==> config.mk <==
export PLATFORM = sky130hd
export DESIGN_NAME = keypad_matrix_emulator
export DESIGN_NICKNAME = d
export VERILOG_FILES = /design/src/rtl/keypad_pkg.sv /design/src/rtl/kp_bounce_gen.sv /design/src/rtl/keypad_matrix_emulator.sv
export SDC_FILE = /design/constraint.sdc
export NUM_CORES = 1
export LEC_CHECK = 0
export BUFFER_PORTS_ARGS = -buffer_cell sky130_fd_sc_hd__buf_4
export CAP_MARGIN = 10
export CORE_MARGIN = 2
export CORE_UTILIZATION = 55
export CTS_CLUSTER_SIZE = 25
export DETAILED_ROUTE_END_ITERATION = 7
export HOLD_SLACK_MARGIN = 0.06
export PLACE_DENSITY = 0.76
export SYNTH_ARGS = -nofsm -noshare
export SYNTH_HDL_FRONTEND = slang
export SYNTH_SLANG_ARGS = --single-unit
export TNS_END_PERCENT = 20
==> constraint.sdc <==
create_clock -name clk -period 3.45 [get_ports clk]
set_clock_uncertainty 0.2 [all_clocks]
set_input_delay 0.345 -clock clk [delete_from_list [all_inputs] [get_ports clk]]
set_output_delay 0.345 -clock clk [all_outputs]
set_load 0.01 [all_outputs]
==> src/rtl/keypad_pkg.sv <==
// Shared keypad types and helpers, used by the emulator and by the keypad scanner.
package keypad_pkg;

  typedef enum logic [2:0] {
    IDLE,
    BOUNCE_IN,
    HOLD,
    BOUNCE_OUT,
    GAP
  } kp_emu_state_t;

  localparam logic [3:0] NO_KEY_COLS = 4'hF;

  // Key codes are {row[1:0], col[1:0]}.
  function automatic logic [1:0] key_row(input logic [3:0] code);
    return code[3:2];
  endfunction

  function automatic logic [1:0] key_col(input logic [3:0] code);
    return code[1:0];
  endfunction

endpackage

==> src/rtl/kp_bounce_gen.sv <==
// Contact bounce generator, shared by the press and release bounce phases.
// level_o is the contact level for the coming cycle, so the parent can register
// it alongside its own state. done_o is high in the last cycle of the phase.
module kp_bounce_gen
  import keypad_pkg::*;
#(
  parameter int unsigned BOUNCE_CYCLES = 20,
  parameter int unsigned BOUNCE_PERIOD = 3
) (
  input  logic clk,
  input  logic rst_n,
  input  logic start_i,
  input  logic init_level_i,
  output logic level_o,
  output logic done_o
);

  // Guard against a zero-length bounce so the counters keep a legal width.
  localparam int unsigned PH_MAX = (BOUNCE_CYCLES > 0) ? BOUNCE_CYCLES : 1;
  localparam int unsigned TG_MAX = (BOUNCE_PERIOD > 0) ? BOUNCE_PERIOD : 1;
  localparam int unsigned PH_W   = $clog2(PH_MAX + 1);
  localparam int unsigned TG_W   = $clog2(TG_MAX + 1);
  localparam logic [PH_W-1:0] PH_LAST = PH_W'(PH_MAX - 1);
  localparam logic [TG_W-1:0] TG_LAST = TG_W'(TG_MAX - 1);

  logic [PH_W-1:0] phase_q, phase_d;
  logic [TG_W-1:0] tog_q, tog_d;
  logic            level_q, level_d;
  logic            active_q, active_d;

  assign done_o  = active_q && (phase_q == PH_LAST);
  assign level_o = level_d;

  // Next-state: restart on start, otherwise advance the phase and toggle the level.
  always_comb begin
    phase_d  = phase_q;
    tog_d    = tog_q;
    level_d  = level_q;
    active_d = active_q;
    if (start_i) begin
      phase_d  = '0;
      tog_d    = '0;
      level_d  = init_level_i;
      active_d = 1'b1;
    end else if (active_q) begin
      if (phase_q == PH_LAST) begin
        active_d = 1'b0;
      end else begin
        phase_d = phase_q + 1'b1;
        if (tog_q == TG_LAST) begin
          tog_d   = '0;
          level_d = ~level_q;
        end else begin
          tog_d = tog_q + 1'b1;
        end
      end
    end
  end

  // Counter and level registers.
  always_ff @(posedge clk or negedge rst_n) begin
    if (!rst_n) begin
      phase_q  <= '0;
      tog_q    <= '0;
      level_q  <= 1'b0;
      active_q <= 1'b0;
    end else begin
      phase_q  <= phase_d;
      tog_q    <= tog_d;
      level_q  <= level_d;
      active_q <= active_d;
    end
  end

endmodule

==> src/rtl/keypad_matrix_emulator.sv <==
// Emulates one key of a 4x4 active-low matrix keypad: plays press-bounce, hold,
// release-bounce and an idle gap for each accepted key code.
//
// state      | meaning
// IDLE       | no key, ready for a command
// BOUNCE_IN  | press bounce, contact starts closed and toggles
// HOLD       | contact solidly closed
// BOUNCE_OUT | release bounce, contact starts open and toggles
// GAP        | contact open; last cycle pulses done and accepts the next command
module keypad_matrix_emulator
  import keypad_pkg::*;
#(
  parameter int unsigned BOUNCE_CYCLES = 20,
  parameter int unsigned BOUNCE_PERIOD = 3,
  parameter int unsigned HOLD_CYCLES   = 400,
  parameter int unsigned GAP_CYCLES    = 200
) (
  input  logic       clk,
  input  logic       rst_n,
  input  logic [3:0] rows_in,
  output logic [3:0] cols_out,
  input  logic       cmd_valid,
  input  logic [3:0] cmd_key,
  output logic       cmd_ready,
  output logic       busy,
  output logic       contact,
  output logic       done_pulse
);

  localparam bit HAS_BOUNCE = (BOUNCE_CYCLES > 0);
  localparam int unsigned MAX_A = (HOLD_CYCLES > GAP_CYCLES) ? HOLD_CYCLES : GAP_CYCLES;
  localparam int unsigned MAX_P = (MAX_A > BOUNCE_CYCLES) ? MAX_A : BOUNCE_CYCLES;
  localparam int unsigned CNT_W = $clog2(MAX_P + 1);
  localparam logic [CNT_W-1:0] HOLD_LAST = CNT_W'(HOLD_CYCLES - 1);
  localparam logic [CNT_W-1:0] GAP_LAST  = CNT_W'(GAP_CYCLES - 1);

  kp_emu_state_t    state_q, state_d;
  logic [3:0]       key_q, key_d;
  logic [CNT_W-1:0] cnt_q, cnt_d;
  logic             contact_q, contact_d;
  logic             accept;
  logic             bnc_start, bnc_init, bnc_level, bnc_done;

  kp_bounce_gen #(
    .BOUNCE_CYCLES (BOUNCE_CYCLES),
    .BOUNCE_PERIOD (BOUNCE_PERIOD)
  ) u_bounce (
    .clk          (clk),
    .rst_n        (rst_n),
    .start_i      (bnc_start),
    .init_level_i (bnc_init),
    .level_o      (bnc_level),
    .done_o       (bnc_done)
  );

  // Next-state logic; the GAP exit cycle already accepts so back-to-back keys lose no cycle.
  always_comb begin
    state_d    = state_q;
    key_d      = key_q;
    cnt_d      = cnt_q;
    cmd_ready  = 1'b0;
    done_pulse = 1'b0;
    accept     = 1'b0;
    case (state_q)
      IDLE: begin
        cmd_ready = 1'b1;
        accept    = cmd_valid;
      end
      BOUNCE_IN: begin
        if (bnc_done) begin
          state_d = HOLD;
          cnt_d   = '0;
        end
      end
      HOLD: begin
        if (cnt_q == HOLD_LAST) begin
          if (HAS_BOUNCE) state_d = BOUNCE_OUT;
          else            state_d = GAP;
          cnt_d = '0;
        end else begin
          cnt_d = cnt_q + 1'b1;
        end
      end
      BOUNCE_OUT: begin
        if (bnc_done) begin
          state_d = GAP;
          cnt_d   = '0;
        end
      end
      GAP: begin
        if (cnt_q == GAP_LAST) begin
          done_pulse = 1'b1;
          cmd_ready  = 1'b1;
          accept     = cmd_valid;
          state_d    = IDLE;
          cnt_d      = '0;
        end else begin
          cnt_d = cnt_q + 1'b1;
        end
      end
      default: begin
        state_d = IDLE;
        cnt_d   = '0;
      end
    endcase
    if (accept) begin
      key_d = cmd_key;
      cnt_d = '0;
      if (HAS_BOUNCE) state_d = BOUNCE_IN;
      else            state_d = HOLD;
    end
  end

  // Contact level for the next cycle follows the state being entered.
  always_comb begin
    bnc_start = ((state_d == BOUNCE_IN)  && (state_q != BOUNCE_IN)) ||
                ((state_d == BOUNCE_OUT) && (state_q != BOUNCE_OUT));
    bnc_init  = (state_d == BOUNCE_IN);
    case (state_d)
      BOUNCE_IN, BOUNCE_OUT: contact_d = bnc_level;
      HOLD:                  contact_d = 1'b1;
      default:               contact_d = 1'b0;
    endcase
  end

  // State, key and counter registers.
  always_ff @(posedge clk or negedge rst_n) begin
    if (!rst_n) begin
      state_q   <= IDLE;
      key_q     <= '0;
      cnt_q     <= '0;
      contact_q <= 1'b0;
    end else begin
      state_q   <= state_d;
      key_q     <= key_d;
      cnt_q     <= cnt_d;
      contact_q <= contact_d;
    end
  end

  // Switch model: the selected column follows its row line while the contact is closed.
  always_comb begin
    cols_out = NO_KEY_COLS;
    if (contact_q && (rows_in[key_row(key_q)] == 1'b0))
      cols_out[key_col(key_q)] = 1'b0;
  end

  assign busy    = (state_q != IDLE);
  assign contact = contact_q;

endmodule

==> reports/results.ini, run 1 <==
[logic_synthesis]
synth_ff_type=dfrtp_1
synth_cell_types=46
synth_edf_count=0
syn_area_um2=1490
syn_nets=161
syn-instance-count=148
ys_warn_count=0
synthArstFlopShare=1.00
synth-seq-cells=26
syn_area_per_cell_um2=10.1
yosysSeqAreaShare=0.437

[drt]
wl_per_cell_um=14.6
dr.pass1.iters=4
drtIter0Drc=47
finalWirelength_um=2940
via_per_inst=5.88
drc=0
vias=1182
ant_nets=0

[clock_network]
cts.sink_count=26
cts_hold_buf=5
cts_tree=built
cts-root-buf=clkbuf_4
h-tree-depth=1
insertion_delay_ps=310
worst_setup_hold_path_clk_slew_ps=130
cts_resized=0
clockBufferDepth=2
cts_buffers=3
postCtsSetupBuffers=0

[placement]
gp_congestion=0.793
numPortBuffers=18
place_hpwl_um=2070

[status]
status=finished, final reports clean

[sta]
max-slew-margin-rel=0.541
post-route-period-util=0.735
finalHoldViolCount=0
tns_ps=0
fin_crit_ps=2540
setup_viol=0
max_freq_mhz=394
tightest_slew_ps=688
rsz0062_at_grt=false
slew_viol_final=0

[global_routing]
grtUsageTotal=0.206
grt_max_degree=27
antenna_found_initial=0
overflow=0
grt_pass1_wl_um=5180
grt_pass1_vias=1159

[floorplanning]
ioPinCount=19
core_area_um2=2520
dieWidth_um=56.0
dieArea_um2=3140
die_height_um=56.0
rows=18
start_util=0.590

[power]
leakage_uw=0.000750
ir_drop_uv=582
power_density_nw_per_um2=652

[setup_path]
arrival_ps=1990
end_kind=output pin
worstPathMaxFanout=6
ff2ff_path_depth=5
crit_required_ps=2900
criticalPathCategory=reg2out
cp-start-kind=flop

[final_layout]
utilization=0.680
nets=186
drive_above_1_share=0.234
diodes=0
most-common-layout-cells=dfrtp_1, buf_4, o21ai_0
synthToLayoutAreaGrowth_pct=15.2
final_common_cell=dfrtp_1

[flow_run]
max_cap_violations=0

[min_path]
hp-class=in2reg
min_path_cells=3

[power breakdown]
part | internal, uW | total, uW | switching, uW
clock | 40.8 | 124 | 83.6
combinational | 246 | 473 | 227
sequential | 410 | 521 | 110
[path summary, 6_finish.rpt]
kind | from | to | slack (ps)
max | cnt_q[0] | cmd_ready | 910
min | cmd_valid | u_bounce.level_q | 180
max reg2reg | cnt_q[0] | key_q[0] | 1260
min reg2reg | key_q[3] | key_q[3] | 350
max in group asynchronous | rst_n | u_bounce.phase_q[3] | 2550
min in group asynchronous | rst_n | cnt_q[2] | 250
[metrics by stage]
stage / total power (uW) / setup WS [ps] / instances / area [um^2] / hold slack [ps]
2_1_floorplan: 856 / 1410 / 148 / 1490 / -151
3_3_place_gp: 970 / 1320 / 193 / 1640 / 67.9
3_5_place_dp: 998 / 1280 / 193 / 1640 / 69.6
4_1_cts: 1130 / 910 / 201 / 1720 / 167
5_1_grt: 1220 / 806 / 201 / 1720 / 167
6_report: 1120 / 914 / 201 / 1720 / 183
[final cells by class]
cell class                 count  area (um^2)
timing repair buffer          24          193
clock buffer                   3         22.5
sequential                    26          651
inverter                       1         3.75
fill                         206          807
tap                           30         37.5
multi-input combinational    117          808
[cells by family (layout without fill, tap and decap cells)]
group,count (synthesis),count (layout),synth area share
AOI/OAI and AO/OA,37,37,0.157
xor gates and xnor gates,8,8,0.0471
adders and majority gates,2,2,0.0168
buffers and inverters,5,28,0.0202
DFF,26,26,0.437
muxes,6,6,0.0622
and+or+nand+nor,64,64,0.260
[metal layers]
metal	vias to the layer above	wire length, um	GRT usage
met5	-	0	0
met3	4	151	0.0279
met1	552	1420	0.277
li1	590	-	-
met4	0	50	0.0884
met2	36	1320	0.331
[critical path: stages (launching register included)]
cell and delay (ps):
dfrtp_1 430, ha_1 250, or4bb_4 510, o21ai_4 210, and2_2 160, buf_4 110
[sequential cells by signal, indices dropped and copies added (netlist names)]
signal,flops
key_q,4
contact,1
u_bounce.phase_q,5
u_bounce.level_q,1
u_bounce.active_q,1
u_bounce.tog_q,2
state_q,3
cnt_q,9
[Yosys cell counts (2+ instances only)]
master     n  area share
a21oi_1    5       0.017
a31oi_1    2      0.0084
clkbuf_1   2      0.0050
dfrtp_1   26        0.44
ha_1       2       0.017
mux2_4     4       0.040
nand2_1   13       0.033
nand2b_1   5       0.021
nand3_1    5       0.017
nand3b_1   2       0.010
nand4_1    2      0.0084
nor2_1    13       0.033
nor2b_1    2      0.0084
nor3_1     3       0.010
nor3b_1    2       0.010
nor4_1     2      0.0084
o211ai_1   2       0.010
o21ai_0   16       0.054
o22ai_1    4       0.017
or3_1      2      0.0084
or3b_2     2       0.012
or4bb_4    2       0.020
xnor2_1    2       0.012
xor2_1     6       0.035
Note: power is estimated with default switching activity, not from simulation.
==> inputs of run 2 (changes only) <==
Settings changed: ABC_AREA set to 1, CORE_UTILIZATION 55 to 51, PLACE_DENSITY 0.76 to 0.74.
Clock period 3.45 ns to 2.25 ns, I/O delays scaled along.
==> run 2 against run 1 <==
Effect of this change:
- routed wire length grew 0.17%
- critical path type is now reg2reg
- first-iteration DRC count grew 4.3%
- setup slack lost 710 ps
- final cell count grew 21%
- largest cell class unchanged
- sequential share of layout area shrank 1.6 points
- power shrank 26%
- count of clock-buffer cells in the layout is the same
==> reports/results.ini, run 2 <==
[clock_network]
clockBufferDepth=2
insertion_delay_ps=330
postCtsSetupBuffers=0
worst_setup_hold_path_clk_slew_ps=150
h-tree-depth=1
cts-root-buf=clkbuf_4
cts_tree=built
cts.sink_count=26
cts_buffers=3

[flow_run]
max_cap_violations=0

[sta]
fin_crit_ps=2050
rsz0062_at_grt=false
max-slew-margin-rel=0.757
setup_viol=0
slew_viol_final=0
max_freq_mhz=488
holdWs_ps=72.2
post-route-period-util=0.911
finalHoldViolCount=0
tns_ps=0
tightest_slew_ps=361

[final_layout]
multiInputGateArea_um2=759
largest_reg_flops=9
diodes=0
fill_cells=237
nets=227
seq_area_um2=651
most-common-layout-cells=nand2_1, dfrtp_1, inv_1
top_regs=cnt_q: 9 flops, u_bounce.phase_q: 5 flops, key_q: 4 flops
synthToLayoutAreaGrowth_pct=18.1
drive_above_1_share=0.221
finalNonFillerCells=244
final_common_cell=nand2_1
utilization=0.645
regMostFlops=cnt_q

[setup_path]
arrival_ps=2130
end_kind=flop
worstPathMaxFanout=4
crit_chain=ha_1 > nand2_1 > nor2_1 > nand3_2 > nand2_2 > nand3_1 > dlygate4sd3_1 > nand2_1
crit_path_frequent_cell=nand2_1
slowest_stage=dlygate4sd3_1
cp-start-kind=flop
crit_required_ps=2330
max_stage_delay_ps=550
criticalPathCategory=reg2reg

[logic_synthesis]
synth.area.top_cells=dfrtp_1, nand2_1, nand3_1
yosysTopAreaCell=dfrtp_1
synthArstFlopShare=1.00
syn_nets=199
ys_warn_count=0
syn_area_um2=1520
synth_commonest_cells=nand2_1, dfrtp_1, inv_1, nor2_1, nand3_1
syn-instance-count=186
synth_ff_type=dfrtp_1
synth_edf_count=0
yosysSeqAreaShare=0.429
synth_top_area_frac=0.429
synth_cell_types=30
syn_area_per_cell_um2=8.16
synth-seq-cells=26
yosysMostFrequentCell=nand2_1

[drt]
dr.pass1.iters=4
via_per_inst=5.27
ant_nets=0
finalWirelength_um=2940
drtIter0Drc=49
wl_per_cell_um=12.0
vias=1285
drc=0

[power]
p_int_uw=666
seq_power_share=0.565
power.switching_uw=161
power_density_nw_per_um2=461
leakage_uw=0.000823
p_clk_frac=0.394
ir_drop_uv=405
p_sw_frac=0.194
p_comb_frac=0.040

[floorplanning]
ioPinCount=19
dieArea_um2=3430
die_height_um=58.6
core_area_um2=2780
start_util=0.546
rows=19
dieWidth_um=58.6

[placement]
place_hpwl_um=2180
dp.cells=234
numPortBuffers=18
gp_congestion=0.880

[global_routing]
grt_pass1_wl_um=5150
overflow=0
grt_pass1_vias=1213
grt_max_degree=27
grtUsageTotal=0.194
antenna_found_initial=0

[min_path]
hp-class=in2reg

[status]
status=finished, final reports clean

-- run 2: cell types whose count changed in the layout (fill, tap and decap cells not counted), moves of 3 or more --
cell      change
nor2_1        +7
nand2_1      +21
nand2_2       +6
nand3_1      +13
nand2b_1      -5
nand4_1       +4
o21ai_0       -6
nor2_2        +4
mux2_4        -4
nand3_2       +4
o211ai_2      +3
inv_1        +21
o22ai_1       -4
-- run 2: cells by family (layout without fill, tap and decap cells) --
kind of cell	count (synthesis)	in the layout	share of synthesized area
flip-flops	26	26	0.429
AO/OA/AOI/OAI	26	26	0.118
XOR/XNOR	7	7	0.0404
buffers and inverters	26	53	0.0709
adder cells (fa/ha/maj)	2	2	0.0165
AND/OR/NAND/NOR	99	99	0.326
-- run 2: final cells by class --
cell class / instances / area share
well taps: 31 / 0.0216
inverters: 25 / 0.0537
clock inverters: 1 / 0.0167
repair buffers: 24 / 0.109
clock buffers: 3 / 0.0126
multi-input cells: 134 / 0.424
flip-flops and latches: 26 / 0.363
-- run 2: worst paths after layout --
check                          start                   to  slack [ps]  cells after the start
min in group asynchronous      rst_n  u_bounce.phase_q[2]         120                      2
hold reg to reg             key_q[3]             key_q[3]         330                      2
hold / removal             cmd_valid    u_bounce.active_q          70                      3
setup reg to reg            cnt_q[0]             key_q[3]         200                      8
setup / recovery            cnt_q[0]             key_q[3]         200                      8
max in group asynchronous      rst_n  u_bounce.phase_q[3]        1480                      2
-- run 2: power by group through the flow --
stage | clock network [uW] | logic (uW) | registers, uW
floorplan | 0 | 2.50 | 476
global placement | 0 | 26.9 | 476
detailed placement | 0 | 27.6 | 476
CTS | 334 | 34.4 | 467
global route | 351 | 37.8 | 468
finish | 326 | 33.4 | 467
-- run 2: per-stage QoR --
stage | instance area, um^2 | worst slack [ps] | total power (uW)
2_1_floorplan | 1520 | 597 | 479
3_3_place_gp | 1680 | 457 | 503
3_5_place_dp | 1680 | 363 | 504
4_1_cts | 1790 | 211 | 836
5_1_grt | 1790 | 75.3 | 857
6_report | 1790 | 201 | 827
-- run 2: routing by layer --
layer / part of all wire / track usage / wire length (um)
met1: 0.50 / 0.305 / 1470
met2: 0.43 / 0.276 / 1250
met4: 0.014 / 0.0664 / 42
met5: 0 / 0 / 0
met3: 0.061 / 0.0220 / 179
-- run 2: critical path: cells and delay by family, from the launching register on --
family	cells	cell delay (ps)
fa+ha+maj	1	220
simple gates	6	590
flops	1	430
buf+inv	1	550
-- run 2: timing repair --
action	in CTS	in global routing
hold buffers	6	0
hold endpoints to repair	30	0
resized for setup	0	1
endpoints found under the setup margin	0	4
==> inputs of run 3 (changes only) <==
Settings changed: CORE_ASPECT_RATIO set to 0.75, CTS_CLUSTER_DIAMETER set to 30.
==> run 3 against run 2 <==
Effect of this change:
- sequential power hardly changed
- sequential cell count stayed put
- global-route usage is 0.92 points higher
- non-clock buffer count stayed put
- first-iteration DRC count is 110% higher
- final cell count is 2.5% higher
- highest routed layer unchanged
- maximum frequency is 0.23% higher
- critical path depth stayed put
- clock power is 21% lower
- cell area is 0.14% lower
- largest power group unchanged
==> reports/results.ini, run 3 (same netlist as run 2, synthesis figures left out) <==
[status]
status=finished, final reports clean

[placement]
numPortBuffers=18
pre_cts_ws_ps=390
gp_congestion=0.994
place_hpwl_um=2380

[setup_path]
path_delay_family=simple AND/OR/NAND/NOR gates
ff2ff_path_depth=8
slowest_stage=dlygate4sd3_1
endpoint=key_q[3]
max_stage_delay_ps=550
crit_path_frequent_cell=nand2_1
criticalPathCategory=reg2reg
crit_chain=ha_1 > nand2_1 > nor2_1 > nand3_2 > nand2_2 > nand3_1 > dlygate4sd3_1 > nand2_1
end_kind=flop
crit_required_ps=2270
reg2reg_to=key_q[3]
critical_path_depth=8
crit-reg2reg-launch=cnt_q[0]
arrival_ps=2060
worstPathMaxFanout=4
worstSetupStartpoint=cnt_q[0]
cp-start-kind=flop
cp_num_buf_inv=1
r2r_setup_slack_ps=210

[clock_network]
h-tree-depth=1
worst_setup_hold_path_clk_slew_ps=90
cts_tree=built
cts_buffers=3
cts-root-buf=clkbuf_8
clockBufferDepth=2
insertion_delay_ps=270
cts.sink_count=26

[final_layout]
top_regs=cnt_q: 9 flops, u_bounce.phase_q: 5 flops, key_q: 4 flops
drive_above_1_share=0.217
diodes=0
multiInputGateArea_um2=759
final_common_cell=nand2_1
nets=227
fill_cells=262
synthToLayoutAreaGrowth_pct=18.0
seq_area_um2=651
largest_reg_flops=9
most-common-layout-cells=nand2_1, dfrtp_1, inv_1
regMostFlops=cnt_q

[drt]
drtIter0Drc=103
vias=1324
finalWirelength_um=3130
via_per_inst=5.30
drc=0
wl_per_cell_um=12.5
ant_nets=0
dr.pass1.iters=4

[global_routing]
antenna_found_initial=0
grtUsageTotal=0.203
grt_pass1_wl_um=5180
overflow=0
grt_max_degree=27
grt_pass1_vias=1186

[sta]
post-route-period-util=0.909
fin_crit_ps=2040
setup_viol=0
max_freq_mhz=489
max-slew-margin-rel=0.649
tns_ps=0
fin_ws_ps=205
holdWs_ps=155
tightest_slew_ps=520
rsz0062_at_grt=false
slew_viol_final=0
finalHoldViolCount=0

[min_path]
hp-class=in2reg

[floorplanning]
dieWidth_um=67.0
ioPinCount=19
rows=17
core_area_um2=2890
start_util=0.525
dieArea_um2=3430
die_height_um=51.2

[power]
leakage_uw=0.000816
power_density_nw_per_um2=424
ir_drop_uv=239

[flow_run]
max_cap_violations=0

run 3: changes by cell type in the layout (fill, tap and decap cells not counted), sizes merged:
cell,delta
bufinv,-1
run 3: routing by layer:
metal / track usage / wire, um / vias up
met3: 0.0551 / 139 / 4
met1: 0.257 / 1440 / 618
met4: 0.0612 / 27 / 0
met2: 0.340 / 1520 / 37
met5: 0 / 0 / -
li1: - / - / 665
run 3: worst min path at each step:
stage	startpoint	endpoint	slack, ps	cells after the start
floorplan	rst_n	cnt_q[0]	-270	0
global placement	rst_n	cnt_q[6]	-50	1
detailed placement	rst_n	cnt_q[8]	-40	1
CTS	cmd_valid	u_bounce.active_q	150	3
global route	cmd_valid	cnt_q[7]	190	5
finish	cmd_valid	u_bounce.active_q	160	3
run 3: repair_timing:
action | CTS | global route
gates resized for setup | 0 | 0
hold buffers | 6 | 0
endpoints found under the hold margin | 30 | 0
setup buffers | 0 | 0
run 3: worst min-delay path: cells and delay by family:
kind,cells,cell delay (ps)
buffers and inverters,1,100
and+or+nand+nor,2,260
run 3: layout make-up:
class,count,share of cell area
flip-flops and latches,26,0.363
multi-input cells,134,0.424
inverters,25,0.0538
clock buffers,3,0.0231
repair buffers,24,0.109
well taps,38,0.0266
run 3: metrics by stage:
step,util,area [um^2],power (uW),instances
global placement,0.584,1690,503,241
finish,0.619,1790,760,250
global route,0.619,1790,795,250
detailed placement,0.584,1690,504,241
CTS,0.619,1790,771,250
floorplan,-,1520,479,186
run 3: where the power goes:
group	switching, uW	internal, uW	leakage, uW	total (uW)
combinational	15.1	18.5	0.000498	33.6
sequential	0	467	0.000297	467
clock	139	120	0.0000216	259
total	154	605	0.000816	760
